<file path="config.mk">
export PLATFORM = sky130hd
export DESIGN_NAME = bus_demux_1to8
export DESIGN_NICKNAME = d
export VERILOG_FILES = /design/src/rtl/bus_demux_1to8_pkg.sv /design/src/rtl/bus_demux_1to8_slot.sv /design/src/rtl/bus_demux_1to8.sv
export SDC_FILE = /design/constraint.sdc
export NUM_CORES = 1
export LEC_CHECK = 0
export ABC_AREA = 1
export CORE_UTILIZATION = 45
export DETAILED_ROUTE_END_ITERATION = 6
export PLACE_DENSITY = 0.79
export RECOVER_POWER = 25
export SLEW_MARGIN = 20
export SYNTH_ARGS = -nofsm -noshare
export SYNTH_HDL_FRONTEND = slang
export SYNTH_HIERARCHICAL = 1
export SYNTH_SLANG_ARGS = --single-unit
</file>
<file path="constraint.sdc">
create_clock -name Clk -period 3.3 [get_ports Clk]
set_input_delay 0.495 -clock Clk [delete_from_list [all_inputs] [get_ports Clk]]
set_output_delay 0.495 -clock Clk [all_outputs]
set_load 0.01 [all_outputs]
</file>
<file path="src/rtl/bus_demux_1to8_pkg.sv">
// Shared constants and index helpers for the 1-to-8 return-path demux.
package bus_demux_1to8_pkg;

  localparam int NUM_CH    = 8;
  localparam int SEL_WIDTH = 3;

  // Channel 1 (Sel=0) lives in the top slot so valid bits and data slices line up.
  function automatic logic [SEL_WIDTH-1:0] slot_idx(input logic [SEL_WIDTH-1:0] sel);
    return SEL_WIDTH'(NUM_CH - 1) - sel;
  endfunction

  // Bit offset of slot k inside the flattened data bus.
  function automatic int slice_off(input int k, input int bw);
    return k * bw;
  endfunction

endpackage

</file>
<file path="src/rtl/bus_demux_1to8_slot.sv">
// One-entry holding register for a single downstream channel.
module demux_slot #(
  parameter int BITWIDTH = 8
) (
  input  logic                Clk,
  input  logic                Rst_n,
  input  logic                flush,
  input  logic                load,
  input  logic                ready,
  input  logic [BITWIDTH-1:0] din,
  output logic [BITWIDTH-1:0] dout,
  output logic                valid
);

  // Flush beats load beats drain; a load during drain keeps the slot full.
  always_ff @(posedge Clk or negedge Rst_n) begin
    if (!Rst_n) begin
      dout  <= '0;
      valid <= 1'b0;
    end else if (flush) begin
      valid <= 1'b0;
    end else if (load) begin
      dout  <= din;
      valid <= 1'b1;
    end else if (valid && ready) begin
      valid <= 1'b0;
    end
  end

endmodule

</file>
<file path="src/rtl/bus_demux_1to8.sv">
// Registered 1-to-8 demux: routes one upstream beat per cycle to a channel slot.
module bus_demux_1to8
  import bus_demux_1to8_pkg::*;
#(
  parameter int BITWIDTH = 8,
  parameter int CNTWIDTH = 16
) (
  input  logic                       Clk,
  input  logic                       Rst_n,
  input  logic                       Flush,
  input  logic [BITWIDTH-1:0]        DataIn,
  input  logic [SEL_WIDTH-1:0]       Sel,
  input  logic                       InValid,
  output logic                       InReady,
  output logic [BITWIDTH*NUM_CH-1:0] DataOutFlat,
  output logic [NUM_CH-1:0]          OutValid,
  input  logic [NUM_CH-1:0]          OutReady,
  output logic [CNTWIDTH-1:0]        AcceptCount
);

  logic [SEL_WIDTH-1:0] k;
  logic                 accept;
  logic [NUM_CH-1:0]    load;

  assign k = slot_idx(Sel);

  // Only the addressed slot can stall the stream; InValid is deliberately not used.
  assign InReady = ~OutValid[k] | OutReady[k];
  assign accept  = InValid & InReady & ~Flush;

  // One-hot load strobe for the addressed slot.
  always_comb begin
    load = '0;
    if (accept) load[k] = 1'b1;
  end

  // Accepted-beat counter, wraps freely, cleared by Flush.
  always_ff @(posedge Clk or negedge Rst_n) begin
    if (!Rst_n)      AcceptCount <= '0;
    else if (Flush)  AcceptCount <= '0;
    else if (accept) AcceptCount <= AcceptCount + CNTWIDTH'(1);
  end

  for (genvar g = 0; g < NUM_CH; g++) begin : g_slot
    localparam int OFF = slice_off(g, BITWIDTH);
    demux_slot #(.BITWIDTH(BITWIDTH)) u_slot (
      .Clk   (Clk),
      .Rst_n (Rst_n),
      .flush (Flush),
      .load  (load[g]),
      .ready (OutReady[g]),
      .din   (DataIn),
      .dout  (DataOutFlat[OFF +: BITWIDTH]),
      .valid (OutValid[g])
    );
  end

endmodule

</file>
==> impl_metrics.py, run 1 <==
metrics = {
    "clock_network": {
        "ctsResizeCount": 0,
        "clk_latency_ns": 0.35,
        "holdBufCountCts": 0,
        "cts_buffer_depth": 2,
        "cts_inserted_buffers": 9,
        "tritoncts": "yes",
        "htreeDepth": 3,
        "clock_sinks": 88,
        "cts_root_buffer": "clkbuf_8",
        "clk_pin_slew_worst_paths_ns": 0.08,
        "post_cts_buffers": 0,
    },
    "die": {
        "dieArea_sq_um": 10600,
        "placementRows": 36,
        "initial_utilization": 0.467,
        "io-pin-count": 112,
        "die_y_um": 103,
        "core_region_area_sq_um": 9820,
        "die_w_um": 103,
    },
    "global_routing": {
        "grt_overflow": 0,
        "grt_pass1_wl_mm": 19.3,
        "antenna_found_initial": 1,
        "grt_pass1_vias": 3870,
        "grt_max_degree": 89,
        "track_usage": 0.239,
    },
    "logic_synthesis": {
        "synth_area_per_cell_sq_um": 8.51,
        "synth-seq-cells": 88,
        "netlist_top_cells_count": "nand2_1, dfrtp_1, nand3_1",
        "yosysWarnings": 6,
        "postSynth.asyncResetShare": 1.00,
        "synth_cell_types": 27,
        "synth.yosys.seq_area_share": 0.480,
        "synth_edf_count": 0,
        "mappedNetlistNets": 563,
        "synth_ff_type": "dfrtp_1",
        "synth_most_common_cell": "nand2_1",
        "synth_area_sq_um": 4590,
        "ys_top_cells_by_area": "dfrtp_1, nand2_1, nand3_1, nand2_8, nand4_1",
        "synth_cells": 539,
        "yosys.area.top_type": "dfrtp_1",
        "yosysTopAreaCellShare": 0.480,
    },
    "run": {
        "maxCapViolCount": 1,
    },
    "setup_path": {
        "slowest_delay_ns": 0.64,
        "path_cells": "clkdlybuf4s50_1, nor2_1, nand3_1, nand2_1, inv_2, nand2_4, nor2_8, nand2_8, clkdlybuf4s50_1",
        "crit_top_cell": "clkdlybuf4s50_1",
        "critPathKind": "input pin to output port",
        "critPathMaxFanout": 18,
        "rrSetupSlack_ns": 1.39,
        "cp.required_ns": 2.80,
        "cp_slowest_cell": "clkdlybuf4s50_1",
        "crit_buf_inv": 3,
        "crit_family": "buffers and inverters",
        "endpoint_kind": "output port",
        "arrival_ns": 2.51,
        "start_kind": "input pin",
    },
    "sta": {
        "setup_ws_ns": 0.298,
        "clock.fmax_ghz": 0.333,
        "slew_violations": 89,
        "tns_ns": 0,
        "post-route-period-util": 0.910,
        "period_needed_ns": 3.00,
        "tightest_slew_ns": 2.17,
        "finalSetupViolCount": 0,
        "skew_ns": 0.00643,
        "rsz0062_at_grt": "no",
        "relSlewSlack": -0.446,
        "hold_viol_final": 0,
    },
    "power": {
        "p_leak_uw": 0.00288,
        "peakVddDrop_uv": 291,
        "power_density_nw_per_um2": 453,
    },
    "worst_hold_path": {
        "worst_hold_path_type": "flip-flop to flip-flop",
    },
    "cells_and_area": {
        "nFillCells": 908,
        "fin_cells": 789,
        "utilization": 0.603,
        "area_growth_pct": 29.0,
        "final_nets": 676,
        "antenna_cells": 0,
        "drive_above_1_share": 0.114,
    },
    "routing": {
        "route.vias.total": 4116,
        "drt_iter0_drc": 211,
        "antenna_left": 0,
        "vias_per_cell": 5.22,
        "routed_wl_mm": 11.8,
        "drc": 0,
        "wl_per_cell_um": 14.9,
        "dr.pass1.iters": 4,
    },
    "placement": {
        "place_congestion": 0.862,
        "place_hpwl_mm": 8.27,
        "place_ws_ns": 0.333,
        "dp.cells": 774,
        "io_buffers": 111,
    },
    "outcome": {
        "status": "finished with violations",
        "failed_checks": "max-capacitance violations, max-slew violations",
    },
}
-- metal layers --
metal	wire length, um	global-route usage	vias to the layer above
met5	13	0	-
met4	226	0.0769	2
met3	979	0.0800	21
met2	5400	0.372	149
met1	5140	0.316	1971
li1	-	-	1973
-- cells in the final DEF (no fill, tap or decap), types with 2 or more instances in the layout --
| master | count |
|---|---|
| nor3_2 | 8 |
| nand4_1 | 24 |
| nor2_1 | 29 |
| clkinvlp_4 | 2 |
| clkbuf_1 | 2 |
| dfrtp_1 | 88 |
| nand3_2 | 13 |
| nand3_1 | 80 |
| clkbuf_8 | 11 |
| buf_4 | 11 |
| inv_1 | 23 |
| clkdlybuf4s50_1 | 109 |
| xor2_1 | 6 |
| nand2_1 | 215 |
| nand2_2 | 2 |
| nand2_8 | 10 |
| nor3_1 | 2 |
| inv_4 | 8 |
| inv_2 | 3 |
-- metrics by stage --
step | area [sq um] | hold slack (ns) | power [uW]
after floorplan | 4590 | 0.199 | 1600
after global placement | 5750 | 0.453 | 2000
after detailed placement | 5750 | 0.459 | 2020
after CTS | 5920 | 0.392 | 2700
after global routing | 5920 | 0.503 | 2830
final | 5920 | 0.472 | 2680
-- layout make-up --
class,count,area [sq um],area share
Sequential cell,88,2200,0.372
Tap cell,133,166,0.0281
Inverter,35,151,0.0256
Multi-Input combinational cell,396,2040,0.345
Clock inverter,2,15.0,0.00254
Clock buffer,13,159,0.0268
Timing Repair Buffer,122,1180,0.200
-- state kept, by name, summed over array words and instances, names as in the netlist --
register / count
g_slot.u_slot/valid: 8
g_slot.u_slot/dout: 64
AcceptCount: 16
-- path summary, 6_finish.rpt --
path | start | endpoint | cells after the start
min | g_slot[0].u_slot/dout[6] | g_slot[0].u_slot/dout[6] | 2
min reg2reg | g_slot[0].u_slot/dout[6] | g_slot[0].u_slot/dout[6] | 2
min in group asynchronous | Rst_n | AcceptCount[3] | 1
max in group asynchronous | Rst_n | g_slot[7].u_slot/dout[0] | 1
max | Sel[1] | InReady | 9
max reg2reg | g_slot[0].u_slot/valid | g_slot[0].u_slot/dout[4] | 13
-- power breakdown --
group | leakage [uW] | switching [uW] | internal (uW)
registers | 0.00116 | 94.0 | 1230
logic | 0.00163 | 331 | 348
clock network | 0.0000817 | 372 | 312
total | 0.00288 | 798 | 1890
-- logic make-up after synthesis --
group,count (synthesis),synth area share
XOR/XNOR,7,0.0134
buffers and inverters,55,0.0753
flip-flops,88,0.480
adder cells (fa/ha/maj),1,0.00273
AND/OR/NAND/NOR,388,0.429
-- worst reg2reg max path, cell delays in order (launching register included) --
cell and delay (ns):
dfrtp_1 0.41, nand2_1 0.08, nand2_1 0.05, nand2_1 0.06, nand2_1 0.07, nand2_1 0.07
nand2_2 0.10, nand2_8 0.16, nand2_8 0.18, nor3_2 0.20, buf_4 0.22, nand2_8 0.09
nand2_1 0.07, nand2_1 0.05
(Power assumes the default switching activity.)
==> run 2: changes to the inputs <==
--- a/config.mk
+++ b/config.mk
@@ -6,8 +6,10 @@
 export NUM_CORES = 1
 export LEC_CHECK = 0
 export ABC_AREA = 1
+export CAP_MARGIN = 20
 export CORE_UTILIZATION = 45
 export DETAILED_ROUTE_END_ITERATION = 6
+export GPL_ROUTABILITY_DRIVEN = 0
 export PLACE_DENSITY = 0.79
 export RECOVER_POWER = 25
 export SLEW_MARGIN = 20
==> constraint.sdc (replaced) <==
create_clock -name Clk -period 2.8 [get_ports Clk]
set_input_delay 0.42 -clock Clk [delete_from_list [all_inputs] [get_ports Clk]]
set_output_delay 0.42 -clock Clk [all_outputs]
set_load 0.01 [all_outputs]
==> run 2 against run 1 <==
Effect of this change:
- the flow still finishes with violations (max-capacitance violations, max-slew violations)
- clock power grew 30%
- count of clock-buffer cells in the layout decreased by 3
- core utilization is 0.89 points higher
- sequential share of layout area decreased by 0.54 points
- sequential cell count unchanged
- setup slack got worse by 0.17 ns
- sequential power grew 17%
- global-route usage down 0.11 points
- die area unchanged
- via count shrank 0.85%
- highest routed layer is now met4
==> impl_metrics.py, run 2 (synthesized netlist as in run 1, its figures left out) <==
metrics = {
    "clock_network": {
        "holdBufCountCts": 0,
        "cts_buffer_depth": 2,
        "ctsResizeCount": 0,
        "tritoncts": "yes",
        "cts_inserted_buffers": 9,
        "post_cts_buffers": 0,
        "cts_root_buffer": "clkbuf_8",
        "htreeDepth": 3,
        "clk_latency_ns": 0.35,
        "clock_sinks": 88,
        "clk_pin_slew_worst_paths_ns": 0.09,
    },
    "power": {
        "power_switching_uw": 954,
        "peakVddDrop_uv": 301,
        "p_seq_frac": 0.477,
        "p_sw_frac": 0.293,
        "power_density_nw_per_um2": 542,
        "p_comb_frac": 0.249,
        "cell_internal_pwr_uw": 2300,
        "p_leak_uw": 0.00293,
        "p_clk_frac": 0.274,
    },
    "outcome": {
        "failed_checks": "max-capacitance violations, max-slew violations",
        "status": "finished with violations",
    },
    "setup_path": {
        "arrival_ns": 2.25,
        "path_cells": "clkdlybuf4s50_1, inv_1, nand4_1, nand2_1, inv_2, nand2_4, nor2_8, nand2_8, clkdlybuf4s50_1",
        "cp_slowest_cell": "clkdlybuf4s50_1",
        "crit_buf_inv": 4,
        "reg2reg_from": "g_slot[7].u_slot/valid",
        "cp.required_ns": 2.38,
        "worstSetupStartpoint": "Sel[0]",
        "slowest_delay_ns": 0.56,
        "crit_family": "buffers and inverters",
        "crit_top_cell": "clkdlybuf4s50_1",
        "critPathKind": "input pin to output port",
        "critPathMaxFanout": 12,
        "endpoint_kind": "output port",
        "start_kind": "input pin",
    },
    "placement": {
        "place_ws_ns": 0.100,
        "io_buffers": 111,
        "place_hpwl_mm": 8.53,
        "dp.cells": 777,
    },
    "cells_and_area": {
        "reg_top3": "g_slot.u_slot/dout (64), AcceptCount (16), g_slot.u_slot/valid (8)",
        "utilization": 0.612,
        "nFillCells": 873,
        "top_register": "g_slot.u_slot/dout",
        "layout_commonest_cell": "nand2_1",
        "largest_register_ffs": 64,
        "drive_above_1_share": 0.124,
        "area_growth_pct": 30.9,
        "final_nets": 680,
        "fin_cells": 795,
        "layout_common_cells": "nand2_1, clkdlybuf4s50_1, dfrtp_1",
    },
    "global_routing": {
        "grt_pass1_wl_mm": 19.1,
        "track_usage": 0.238,
        "grt_overflow": 0,
        "grt_pass1_vias": 3949,
        "grt_max_degree": 46,
        "antenna_found_initial": 1,
    },
    "die": {
        "placementRows": 36,
        "initial_utilization": 0.467,
        "die_y_um": 103,
        "core_region_area_sq_um": 9820,
        "dieArea_sq_um": 10600,
        "die_w_um": 103,
        "io-pin-count": 112,
    },
    "sta": {
        "skew_ns": 0.00713,
        "hold_viol_final": 0,
        "period_needed_ns": 2.67,
        "post-route-period-util": 0.955,
        "tns_ns": 0,
        "clock.fmax_ghz": 0.374,
        "setup_ws_ns": 0.127,
        "tightest_slew_ns": 2.41,
        "finalSetupViolCount": 0,
        "rsz0062_at_grt": "no",
        "relSlewSlack": -0.606,
        "slew_violations": 44,
    },
    "routing": {
        "drc": 0,
        "routed_wl_mm": 11.9,
        "wl_per_cell_um": 15.0,
        "vias_per_cell": 5.13,
        "antenna_left": 0,
        "drt_iter0_drc": 193,
        "dr.pass1.iters": 4,
        "route.vias.total": 4081,
    },
    "worst_hold_path": {
        "hp-start": "g_slot[7].u_slot/dout[4]",
        "worst_hold_path_type": "flip-flop to flip-flop",
    },
    "run": {
        "maxCapViolCount": 1,
    },
}
[run 2: final timing paths]
kind	endpoint	slack, ns	cells after the start
max	InReady	0.13	9
min	g_slot[7].u_slot/dout[4]	0.48	2
max reg2reg	g_slot[0].u_slot/dout[7]	0.93	13
min reg2reg	g_slot[7].u_slot/dout[4]	0.48	2
max in group asynchronous	g_slot[1].u_slot/valid	0.63	1
min in group asynchronous	g_slot[2].u_slot/dout[3]	0.80	1
[run 2: cell type report]
cell class | instances | area [sq um] | share of cell area
Sequential cell | 88 | 2200 | 0.367
Multi-Input combinational cell | 396 | 2040 | 0.340
Timing Repair Buffer | 126 | 1230 | 0.206
Tap cell | 133 | 166 | 0.0277
Inverter | 35 | 151 | 0.0252
Clock buffer | 10 | 138 | 0.0229
Clock inverter | 6 | 67.6 | 0.0113
Antenna cell | 1 | 2.50 | 0.000417
[run 2: worst reg2reg max path, stage by stage, from the launching register on]
cell and delay (ns):
dfrtp_1 0.42, nand2_1 0.09, nand2_1 0.07, nand2_1 0.07
nand2_1 0.05, nand2_1 0.07, nand2_2 0.09, nand2_8 0.13
nand2_8 0.17, nor3_2 0.18, buf_4 0.22, nand2_8 0.08
nand2_1 0.08, nand2_1 0.05
[run 2: layer usage]
layer	share of wire	GRT usage
met5	0	0
met4	0.026	0.0823
met3	0.085	0.0868
met2	0.46	0.378
met1	0.42	0.301
[run 2: through the flow]
step / hold WS (ns) / area [sq um] / power (uW)
floorplan: 0.124 / 4590 / 1880
global placement: 0.454 / 5780 / 2360
detailed placement: 0.460 / 5780 / 2380
CTS: 0.0591 / 5990 / 3290
global route: 0.499 / 6010 / 3430
finish: 0.477 / 6010 / 3260
[run 2: power groups by stage]
stage	Sequential [uW]	Combinational [uW]	Clock, uW
after floorplan	1650	236	0
after detailed placement	1570	813	0
after global placement	1570	791	0
final	1550	810	892
after CTS	1550	816	922
after global routing	1570	882	975
